**src/rtl/decode_issue_stage.sv**
```systemverilog
// Decode/issue stage: one-entry skid between fetch and execute with immediate generation,
// priority bypass and load-use interlock. Optional feature macro: DSTAGE_BYPASS_EN.
module decode_issue_stage #(
    parameter int unsigned XLEN    = 32,
    parameter int unsigned NUM_BYP = 3,
    parameter int unsigned CNT_W   = 16
) (
    input  logic                      clk,
    input  logic                      rst_n,
    input  logic                      f_vld,
    output logic                      f_rdy,
    input  logic [31:0]               f_instr,
    input  logic [XLEN-1:0]           f_pc,
    input  logic                      squash,
    input  logic [XLEN-1:0]           rs1_data,
    input  logic [XLEN-1:0]           rs2_data,
    output logic [4:0]                d_rs1,
    output logic [4:0]                d_rs2,
    input  logic [NUM_BYP-1:0]        byp_vld,
    input  logic [5*NUM_BYP-1:0]      byp_rd,
    input  logic [XLEN*NUM_BYP-1:0]   byp_data,
    input  logic [NUM_BYP-1:0]        byp_data_rdy,
    output logic                      x_vld,
    input  logic                      x_rdy,
    output logic [XLEN-1:0]           x_op1,
    output logic [XLEN-1:0]           x_op2,
    output logic [XLEN-1:0]           x_rs2_val,
    output logic [XLEN-1:0]           x_pc,
    output logic [XLEN-1:0]           x_pc_plus4,
    output logic [XLEN-1:0]           x_br_tgt,
    output logic [3:0]                x_alu_op,
    output logic [4:0]                x_rd,
    output logic                      x_wr_en,
    output logic                      x_dmem_vld,
    output logic                      x_dmem_mtype,
    output logic [1:0]                x_dmem_len,
    output logic                      x_illegal,
    output logic [CNT_W-1:0]          stall_cnt
);

    typedef enum logic [6:0] {
        OP_LUI    = 7'b0110111,
        OP_AUIPC  = 7'b0010111,
        OP_JAL    = 7'b1101111,
        OP_JALR   = 7'b1100111,
        OP_BRANCH = 7'b1100011,
        OP_LOAD   = 7'b0000011,
        OP_STORE  = 7'b0100011,
        OP_RI     = 7'b0010011,
        OP_RR     = 7'b0110011,
        OP_FENCE  = 7'b0001111,
        OP_SYSTEM = 7'b1110011
    } opcode_e;

    logic              d_vld;
    logic [31:0]       d_instr;
    logic [XLEN-1:0]   d_pc;
    logic [CNT_W-1:0]  stall_q;

    logic [6:0]        opc;
    logic [2:0]        funct3;
    logic              is_lui, is_auipc, is_jal, is_jalr, is_branch;
    logic              is_load, is_store, is_ri, is_rr, is_fence, is_system;
    logic              use1, use2;
    logic [31:0]       imm32;
    logic [XLEN-1:0]   imm;
    logic              hit1, hit2, pend1, pend2;
    logic [XLEN-1:0]   val1, val2;
    logic              hazard;
    logic              f_fire, x_fire;

    assign opc       = d_instr[6:0];
    assign funct3    = d_instr[14:12];
    assign d_rs1     = d_instr[19:15];
    assign d_rs2     = d_instr[24:20];
    assign is_lui    = (opc == OP_LUI);
    assign is_auipc  = (opc == OP_AUIPC);
    assign is_jal    = (opc == OP_JAL);
    assign is_jalr   = (opc == OP_JALR);
    assign is_branch = (opc == OP_BRANCH);
    assign is_load   = (opc == OP_LOAD);
    assign is_store  = (opc == OP_STORE);
    assign is_ri     = (opc == OP_RI);
    assign is_rr     = (opc == OP_RR);
    assign is_fence  = (opc == OP_FENCE);
    assign is_system = (opc == OP_SYSTEM);

    assign use1 = !(is_lui || is_auipc || is_jal);
    assign use2 = is_rr || is_branch || is_store;

    always_comb begin
        imm32 = {{20{d_instr[31]}}, d_instr[31:20]};
        if (is_lui || is_auipc)
            imm32 = {d_instr[31:12], 12'b0};
        else if (is_jal)
            imm32 = {{12{d_instr[31]}}, d_instr[19:12], d_instr[20], d_instr[30:21], 1'b0};
        else if (is_branch)
            imm32 = {{20{d_instr[31]}}, d_instr[7], d_instr[30:25], d_instr[11:8], 1'b0};
        else if (is_store)
            imm32 = {{20{d_instr[31]}}, d_instr[31:25], d_instr[11:7]};
    end
    assign imm = XLEN'($signed(imm32));

    // Ascending scan with a first-hit latch gives the youngest stage priority; x0 never matches.
    always_comb begin
        hit1  = 1'b0;
        hit2  = 1'b0;
        pend1 = 1'b0;
        pend2 = 1'b0;
        val1  = rs1_data;
        val2  = rs2_data;
        for (int unsigned k = 0; k < NUM_BYP; k++) begin
            if (!hit1 && d_rs1 != 5'd0 && byp_vld[k] && byp_rd[5*k +: 5] == d_rs1) begin
                hit1 = 1'b1;
`ifdef DSTAGE_BYPASS_EN
                pend1 = !byp_data_rdy[k];
                val1  = byp_data[XLEN*k +: XLEN];
`else
                pend1 = 1'b1;
`endif
            end
            if (!hit2 && d_rs2 != 5'd0 && byp_vld[k] && byp_rd[5*k +: 5] == d_rs2) begin
                hit2 = 1'b1;
`ifdef DSTAGE_BYPASS_EN
                pend2 = !byp_data_rdy[k];
                val2  = byp_data[XLEN*k +: XLEN];
`else
                pend2 = 1'b1;
`endif
            end
        end
    end

`ifndef DSTAGE_BYPASS_EN
    logic unused_byp;
    assign unused_byp = ^{byp_data, byp_data_rdy};
`endif

    assign hazard = (use1 && pend1) || (use2 && pend2);
    assign x_vld  = d_vld && !hazard && !squash;
    assign x_fire = x_vld && x_rdy;
    assign f_rdy  = !d_vld || x_fire;
    assign f_fire = f_vld && f_rdy;

    assign x_op1        = is_lui ? '0 : ((is_auipc || is_jal) ? d_pc : val1);
    assign x_op2        = (is_rr || is_branch) ? val2 : imm;
    assign x_rs2_val    = val2;
    assign x_pc         = d_pc;
    assign x_pc_plus4   = d_pc + XLEN'(4);
    assign x_br_tgt     = d_pc + imm;
    assign x_alu_op     = (is_rr || is_ri)
                          ? {d_instr[30] && !(is_ri && funct3 != 3'b101), funct3} : 4'd0;
    assign x_rd         = d_instr[11:7];
    assign x_wr_en      = (is_lui || is_auipc || is_jal || is_jalr || is_load || is_ri || is_rr)
                          && (x_rd != 5'd0);
    assign x_dmem_vld   = is_load || is_store;
    assign x_dmem_mtype = is_store;
    assign x_dmem_len   = (funct3[1:0] == 2'b00) ? 2'd1 : ((funct3[1:0] == 2'b01) ? 2'd2 : 2'd0);
    assign x_illegal    = !(is_lui || is_auipc || is_jal || is_jalr || is_branch || is_load ||
                            is_store || is_ri || is_rr || is_fence || is_system);
    assign stall_cnt    = stall_q;

    always_ff @(posedge clk or negedge rst_n) begin
        if (!rst_n) begin
            d_vld   <= 1'b0;
            d_instr <= '0;
            d_pc    <= '0;
            stall_q <= '0;
        end else begin
            if (squash)
                d_vld <= 1'b0;
            else if (f_fire)
                d_vld <= 1'b1;
            else if (x_fire)
                d_vld <= 1'b0;
            if (f_fire) begin
                d_instr <= f_instr;
                d_pc    <= f_pc;
            end
            if (d_vld && hazard && !squash && stall_q != '1)
                stall_q <= stall_q + CNT_W'(1);
        end
    end

endmodule
```
**config.mk**
```make
export PLATFORM = sky130hd
export DESIGN_NAME = decode_issue_stage
export DESIGN_NICKNAME = d
export VERILOG_FILES = /design/src/rtl/decode_issue_stage.sv
export SDC_FILE = /design/constraint.sdc
export NUM_CORES = 1
export LEC_CHECK = 0
export BUFFER_PORTS_ARGS = -buffer_cell sky130_fd_sc_hd__buf_2
export CORE_AREA = 2 2 191 193
export CTS_BUF_LIST = sky130_fd_sc_hd__clkbuf_8
export CTS_CLUSTER_DIAMETER = 30
export DETAILED_ROUTE_END_ITERATION = 7
export DIE_AREA = 0 0 193 195
export PLACE_DENSITY = 0.57
export SYNTH_ARGS = -nofsm -noshare
export SYNTH_HDL_FRONTEND = slang
export SYNTH_SLANG_ARGS = --single-unit
```
**constraint.sdc**
```tcl
create_clock -name clk -period 11.8 [get_ports clk]
set_clock_uncertainty 0.05 [all_clocks]
set_input_delay 2.36 -clock clk [delete_from_list [all_inputs] [get_ports clk]]
set_output_delay 2.36 -clock clk [all_outputs]
set_load 0.005 [all_outputs]
```
Yosys cells after proc, flatten, opt, wreduce, memory -nomap -nowiden
Cells that the tools add are included.
- register bits after elaboration: 81
- latch bits: 0
- RAM bits: 0
- ROM bits: 0
- input bits: 250
- output and inout port bits: 235
- word-level logic and storage cells: 109
- memories kept: 0
- add/sub/neg operators: 3
- multiply operators: 0
- divide/modulo/power cells: 0
- order comparisons: 0
- eq/ne operators: 20
- shifts and indexed selects: 0
- mux-type cells: 19
- bitwise operators: 0
- reduce and logical (&&, ||, !) cells: 63
- operators with widths (operator ; number):
    32-bit 2-to-1 mux ; 3
    32-bit by 3-bit adder with 32-bit output (second input constant) ; 1
    32-bit adder ; 1
    31-bit 2-to-1 mux ; 1
    5-bit equality test ; 6
    7-bit equality test (second input constant) ; 4
    1-bit logical AND ; 28
    7-bit by 6-bit equality test with 1-bit output (second input constant) ; 3
    1-bit logical OR ; 20
    20-bit 2-to-1 mux ; 1
    16-bit by 1-bit adder with 16-bit output (second input constant) ; 1
    16-bit inequality test (second input constant) ; 1
    5-bit nonzero test ; 3
    7-bit by 5-bit equality test with 1-bit output (second input constant) ; 2
    12-bit 2-to-1 mux ; 1
    1-bit logical NOT ; 10
    1-bit 2-to-1 mux ; 9
    7-bit by 2-bit equality test with 1-bit output (second input constant) ; 1
    7-bit by 4-bit equality test with 1-bit output (second input constant) ; 1
    5-bit 2-to-1 mux ; 1
    2-bit 2-to-1 mux ; 2
    4-bit 2-to-1 mux ; 1
    3-bit inequality test (second input constant) ; 1
    3-bit nonzero test ; 1
    other kinds (2) ; 2

Longest topological paths before layout
Gate-level depths: netlist (run 1).
- depth after elaboration: 24
- mapped depth: 18
- mapped depth without buffers: 18

Least setup slack after synthesis (run 1)
No wires, ideal clock.
- kind: register -> output
- from: reg d_instr[2]
- to: out x_br_tgt[16]
- arrival time: 3644 ps
- required time: 9390 ps
- setup slack: 5746 ps
- stages on the path, launching flop included: 19
- path through: dfrtp_1 -> clkbuf_1 -> nor3_1 -> nand2_1 -> nor2_1 -> and3_1 -> a21oi_1 -> nor2_1 -> ha_1 -> inv_1 -> fa_1 -> nor2b_1 -> o31a_1 -> nor4_1 -> o31ai_1 -> a31oi_1 -> o21bai_1 -> a21oi_1 -> o311ai_0
- longest elaborated chain between the ends: 6
- elaborated cells between the ends (all ways): 11
- those cells by class: add/sub: 1; eq/ne: 5; mux: 4; reduce/logical: 1
- RTL lines (element ; line ; RTL):
    start, declared ; 56 ; logic [31:0] d_instr;
    start signal, assigned ; 177 ; d_instr <= f_instr;
    7-bit by 6-bit equality test with 1-bit output ; 82 ; assign is_store = (opc == OP_STORE);
    5-bit 2-to-1 mux ; 99 ; else if (is_store)
    12-bit 2-to-1 mux ; 97 ; else if (is_branch)
    20-bit 2-to-1 mux ; 95 ; else if (is_jal)
    31-bit 2-to-1 mux (*) ; 93 ; if (is_lui || is_auipc)
    32-bit adder (*) ; 150 ; assign x_br_tgt = d_pc + imm;
    end, declared ; 30 ; output logic [XLEN-1:0] x_br_tgt,
Mark *: on every way between the ends. The rest lies on a longest branch, timed or not.

Worst setup path after layout (run 1)
- from: reg d_instr[1]
- to: out x_br_tgt[16]
Same word-level chain as after synthesis.

==> results of run 1 <==
[worst max path at each step]
| stage | end | cells past startpoint |
|---|---|---|
| after floorplan | x_br_tgt[16] | 18 |
| after global placement | x_br_tgt[16] | 18 |
| after detailed placement | x_br_tgt[16] | 18 |
| after CTS | x_br_tgt[16] | 18 |
| after global routing | x_br_tgt[16] | 19 |
| final | x_br_tgt[16] | 19 |
[cells in the final DEF (no fill, tap or decap), drive strengths merged, types with 4 or more instances in the layout]
cell / instances
buf: 393
mux2: 95
dfrtp: 81
xnor2: 53
nand2: 45
xor2: 44
a21oi: 41
nand3: 40
nor2: 36
a21o: 35
ha: 33
o221a: 32
inv: 31
o21ai: 20
nor2b: 14
nand4: 13
nor4: 12
and3: 11
clkbuf: 9
nor3: 8
a31oi: 7
and2: 7
a211oi: 6
nand2b: 6
o31ai: 5
o21bai: 4
o21a: 4
[state kept, by name, indices dropped and copies added, names as in the netlist]
signal / flops
d_instr: 32
x_pc: 32
stall_cnt: 16
d_vld: 1
[power by group through the flow]
stage | Combinational (mW) | Clock (mW) | Sequential, mW
finish | 0.698 | 0.244 | 0.390
global route | 0.772 | 0.266 | 0.398
CTS | 0.706 | 0.256 | 0.392
detailed placement | 0.703 | 0 | 0.398
global placement | 0.698 | 0 | 0.397
floorplan | 0.449 | 0 | 0.353
[layout make-up]
cell class | count | area [um^2] | area share
clock inverters | 7 | 92.6 | 0.00936
diodes | 1 | 2.50 | 0.000253
repair buffers | 393 | 1990 | 0.201
clock buffers | 9 | 124 | 0.0125
inverters | 26 | 97.6 | 0.00986
flip-flops and latches | 81 | 2030 | 0.205
multi-input cells | 614 | 4990 | 0.504
well taps | 461 | 577 | 0.0583
[kinds of logic (layout without fill, tap and decap cells)]
family                   Yosys count  after routing
AO/OA/AOI/OAI                    176            176
XOR/XNOR                          97             97
adder cells (fa/ha/maj)           34             34
buffers and inverters            119            435
flip-flops                        81             81
multiplexers                      96             96
other                              0              1
AND/OR/NAND/NOR                  211            211
[metrics by stage]
step	worst slack [ns]	hold slack, ns	total power, mW	util	area (um^2)
after floorplan	5.75	0.434	0.802	-	7750
after global placement	4.40	0.423	1.09	0.273	9680
after detailed placement	4.40	0.428	1.10	0.273	9680
after CTS	3.86	0.452	1.35	0.279	9890
after global routing	3.38	0.474	1.44	0.280	9900
final	3.91	0.454	1.33	0.280	9900
[routing by layer]
metal | vias to the layer above | global-route usage
li1 | 3543 | -
met4 | 0 | 0.0643
met2 | 318 | 0.271
met3 | 45 | 0.0324
met1 | 3599 | 0.214
met5 | - | 0
[worst max-delay path, stage by stage, from the launching register on]
cell,delay (ns)
dfrtp_1,0.43
nand2_1,0.12
nor3_1,0.30
nand2_1,0.14
nor2_1,0.27
and3_1,0.19
a21oi_1,0.04
nor2_1,0.25
ha_1,0.23
inv_1,0.06
fa_1,0.40
nor2b_1,0.18
o31a_1,0.22
nor4_1,0.09
o31ai_1,0.85
a31oi_1,0.26
o21bai_1,0.34
a21oi_1,0.17
o311ai_0,0.32
buf_2,0.19
==> results.py, run 1 <==
metrics = {
    "clock_tree": {
        "ctsHoldBuffers": 0,
        "ctsResizeCount": 0,
        "clkTransAtPathRegs_ns": 0.11,
        "numClockSinks": 81,
        "htree_levels": 3,
        "tritoncts": "built",
        "cts-buffers-inserted": 9,
        "insertion_delay_ns": 0.43,
        "post_cts_buffers": 0,
        "clk_path_buf_depth": 2,
        "cts_root_buffer": "clkbuf_8",
    },
    "logic_synthesis": {
        "synth-xor-area-share": 0.110,
        "syn_avg_cell_area_um2": 9.52,
        "syn_inst": 814,
        "synth_fa_ha_area_frac": 0.0559,
        "synth_area_mm2": 0.00775,
        "synth_top_family_by_area": "compound AO/OA/AOI/OAI gates",
        "synth_warnings": 0,
        "synth.area.mux_share": 0.164,
        "synthesis.nets": 1098,
        "ys_ff_latch": 81,
        "ys_top_cells_by_area": "dfrtp_1 (26%), mux2_4 (9.7%), xnor2_1 (6.0%)",
        "synthTopCellsByCount": "dfrtp_1 (81), xnor2_1 (53), mux2_4 (50)",
        "yosysMostFrequentCell": "dfrtp_1",
        "synth_top_cell_area_share": 0.262,
        "ys_seq_area_frac": 0.262,
        "synth.largest_area_cell": "dfrtp_1",
        "synth_flop_cell": "dfrtp_1",
        "synth_cell_types": 63,
        "async_flop_share": 1.00,
        "synth_compound_area_frac": 0.170,
        "synth-edff-count": 0,
        "synth-simple-area-share": 0.140,
    },
    "routing": {
        "drc_errors": 0,
        "wl_met2_mm": 14.9,
        "drt-initial-drc-count": 430,
        "antenna_left": 0,
        "dr_wl_met3_mm": 1.97,
        "vias": 7505,
        "routed.top_layer": "met4",
        "drt_wl_total_mm": 31.9,
        "vias_per_cell": 4.71,
        "wl_met1_mm": 14.0,
        "drtPass1Iterations": 5,
        "avgRoutedWirePerCell_um": 20.0,
    },
    "floorplanning": {
        "pin_count": 485,
        "initial_core_util": 0.219,
        "die_w_um": 193,
        "rows": 69,
        "die_y_um": 195,
        "die_area_mm2": 0.0376,
        "core_mm2": 0.0354,
    },
    "cells_and_area": {
        "nFillCells": 3876,
        "stdcell_count": 1592,
        "syn_to_final_growth_pct": 27.7,
        "final_nets": 1409,
        "drive_gt1_frac": 0.473,
    },
    "hold_path": {
        "min_to": "stall_cnt[5]$_DFFE_PN0P_",
        "worstHoldPathCells": 1,
        "worstHoldStart": "stall_cnt[5]$_DFFE_PN0P_",
        "hold_class": "reg -> reg",
    },
    "placed_design": {
        "dpl.cell_count": 1575,
        "gp_congestion": 0.835,
        "hpwl_mm": 25.7,
        "portBuffers": 385,
    },
    "setup_path": {
        "setup.worst_path.class": "reg -> out",
        "startpoint": "d_instr[1]$_DFFE_PN0P_",
        "cp.required_ns": 9.39,
        "timing.rr.start": "d_instr[4]$_DFFE_PN0P_",
        "crit_path_end_kind": "output port",
        "rr_worst_depth": 10,
        "path_max_fanout": 5,
        "arrival_ns": 5.48,
        "rr_endpoint": "x_pc[29]$_DFFE_PN0P_",
        "r2r_slack_ns": 7.60,
        "startpoint_type": "register",
    },
    "pwr": {
        "p_int_uw": 752,
        "switchingPower_uw": 581,
        "pwr-share-comb": 0.524,
        "power_density_mw_per_mm2": 135,
        "peakVddDrop_mv": 0.0756,
        "leakagePower_nw": 4.91,
        "sw_frac_of_total": 0.436,
        "p_clk_frac": 0.183,
        "seq_power_share": 0.293,
    },
    "sta": {
        "finalSetupTns_ns": 0,
        "slew_viol_final": 0,
        "rsz0062_at_grt": "no",
        "fmax_mhz": 127,
        "setup-violations-final": 0,
        "hold_viol": 0,
        "fin_crit_ns": 7.89,
        "fin_crit_sh": 0.669,
        "worst_slew_pin_slew_ns": 1.17,
        "max-slew-margin-rel": 0.216,
    },
    "job": {
        "max_cap_viol_count": 0,
    },
    "global_routing": {
        "antenna_found_initial": 2,
        "grt_pass1_wl_mm": 45.7,
        "grt_overflow": 0,
        "grt_pass1_vias": 7251,
        "grt_usage": 0.166,
        "grt_start_max_net_pins": 48,
    },
    "status": {
        "status": "completed",
    },
}
Note: power is estimated with default switching activity, not from simulation.
==> inputs of run 2 (changes only) <==
- PLACE_DENSITY: 0.57 -> 0.58
- clock period: 11.8 -> 7.2 ns (I/O delays scaled with it)
==> run 2 against run 1 <==
Compared with the run above: via count fell by 0.15%; flip-flop and latch count did not move; sequential share of layout area hardly changed; total power is 63% higher; first-iteration DRC count shrank 12%; final area decreased by 0.10%; critical path depth down 5; cell count unchanged; count of clock-buffer cells in the layout stayed put; critical endpoint is now x_br_tgt[29]; die area unchanged; routed wire length increased by 0.15%.
==> results.py, run 2 (same netlist as run 1, synthesis figures left out) <==
metrics = {
    "setup_path": {
        "cp.required_ns": 5.71,
        "arrival_ns": 5.11,
        "crit_path_end_kind": "output port",
        "setup.worst_path.class": "reg -> out",
        "crit_chain": "and4b_1, o21ai_4, and2_1, a21o_1, ha_1, and3_1, nand3_1, nor2_1, nand2_1, a21o_1, a311oi_1, nor3_1, nand3b_1, buf_2",
        "crit_top_cell": "a21o_1",
        "slowest_stage": "o21ai_4",
        "startpoint_type": "register",
        "slowest_delay_ns": 0.88,
        "path_max_fanout": 34,
    },
    "cells_and_area": {
        "final_common_cell": "buf_2",
        "utilization": 0.279,
        "drive_gt1_frac": 0.473,
        "final_nets": 1409,
        "final_cell_mix": "buf_2 (384), dfrtp_1 (81), xnor2_1 (53), mux2_4 (50), nand2_1 (45)",
        "nFillCells": 3846,
        "syn_to_final_growth_pct": 27.6,
        "stdcell_count": 1592,
    },
    "sta": {
        "fmax_mhz": 151,
        "hold_viol": 0,
        "fin_crit_sh": 0.917,
        "slew_viol_final": 0,
        "max-slew-margin-rel": 0.131,
        "rsz0062_at_grt": "no",
        "finalSetupTns_ns": 0,
        "worst_hold_slack_ns": 0.457,
        "worst_slew_pin_slew_ns": 1.30,
        "fin_crit_ns": 6.60,
        "setup-violations-final": 0,
    },
    "global_routing": {
        "antenna_found_initial": 2,
        "grt_usage": 0.164,
        "grt_pass1_wl_mm": 45.4,
        "grt_overflow": 0,
        "grt_pass1_vias": 7191,
        "grt_start_max_net_pins": 45,
    },
    "routing": {
        "drt-initial-drc-count": 377,
        "drc_errors": 0,
        "avgRoutedWirePerCell_um": 20.1,
        "drtPass1Iterations": 5,
        "vias": 7494,
        "vias_per_cell": 4.71,
        "antenna_left": 0,
        "drt_wl_total_mm": 32.0,
    },
    "floorplanning": {
        "pin_count": 485,
        "die_w_um": 193,
        "die_y_um": 195,
        "rows": 69,
        "die_area_mm2": 0.0376,
        "initial_core_util": 0.219,
        "core_mm2": 0.0354,
    },
    "pwr": {
        "leakagePower_nw": 4.91,
        "peakVddDrop_mv": 0.114,
        "power_density_mw_per_mm2": 220,
        "total_power_mw": 2.18,
    },
    "clock_tree": {
        "cts-buffers-inserted": 9,
        "htree_levels": 3,
        "ctsHoldBuffers": 0,
        "clkTransAtPathRegs_ns": 0.11,
        "tritoncts": "built",
        "cts_root_buffer": "clkbuf_8",
        "ctsResizeCount": 0,
        "clk_path_buf_depth": 2,
        "post_cts_buffers": 0,
        "numClockSinks": 81,
        "insertion_delay_ns": 0.41,
    },
    "placed_design": {
        "portBuffers": 385,
        "gp_congestion": 0.856,
        "dpl.cell_count": 1575,
        "hpwl_mm": 25.5,
    },
    "status": {
        "status": "completed",
    },
    "hold_path": {
        "hold_class": "reg -> reg",
    },
    "job": {
        "max_cap_viol_count": 0,
    },
}
[run 2: area by class of cell]
class	instances	area, um^2	share of cell area
well taps	461	577	0.0583
inverters	26	97.6	0.00987
multi-input cells	614	4990	0.504
repair buffers	393	1990	0.201
clock inverters	7	82.6	0.00835
diodes	1	2.50	0.000253
flip-flops and latches	81	2030	0.205
clock buffers	9	124	0.0125
[run 2: critical path: cells and delay by family, from the launching register on]
kind | cells | cell delay [ns]
adder cells (fa/ha/maj) | 1 | 0.28
flip-flops | 1 | 0.60
buffers and inverters | 1 | 0.14
AND/OR/NAND/NOR | 8 | 1.75
AO/OA/AOI/OAI | 4 | 1.90
[run 2: through the flow]
step | cell area (um^2) | worst slack (ns)
6_report | 9890 | 0.597
5_1_grt | 9890 | 0.0920
4_1_cts | 9880 | 0.552
3_5_place_dp | 9680 | 1.09
3_3_place_gp | 9680 | 1.08
2_1_floorplan | 7750 | 2.07
[run 2: power by group]
part / switching, mW / total (mW) / internal (mW)
combinational: 0.589 / 1.15 / 0.556
clock: 0.223 / 0.390 / 0.167
sequential: 0.132 / 0.640 / 0.508
[run 2: worst paths after layout]
check | start | to | slack [ns] | cells after the start
worst max-delay path | d_instr[4]$_DFFE_PN0P_ | x_br_tgt[29] | 0.60 | 14
worst min-delay path | stall_cnt[9]$_DFFE_PN0P_ | stall_cnt[9]$_DFFE_PN0P_ | 0.46 | 1
worst max register to register | d_instr[4]$_DFFE_PN0P_ | d_instr[2]$_DFFE_PN0P_ | 2.91 | 9
worst min register to register | stall_cnt[9]$_DFFE_PN0P_ | stall_cnt[9]$_DFFE_PN0P_ | 0.46 | 1
max in group asynchronous | rst_n | x_pc[30]$_DFFE_PN0P_ | 5.03 | 2
min in group asynchronous | rst_n | d_instr[7]$_DFFE_PN0P_ | 0.94 | 1
[run 2: metal layers]
layer / GRT usage / share of wire / vias up / wire length [um]
met3: 0.0322 / 0.060 / 31 / 1920
met1: 0.217 / 0.45 / 3627 / 14300
met4: 0.0542 / 0.024 / 0 / 768
met5: 0 / 0 / - / 0
li1: - / - / 3547 / -
met2: 0.268 / 0.47 / 289 / 14900
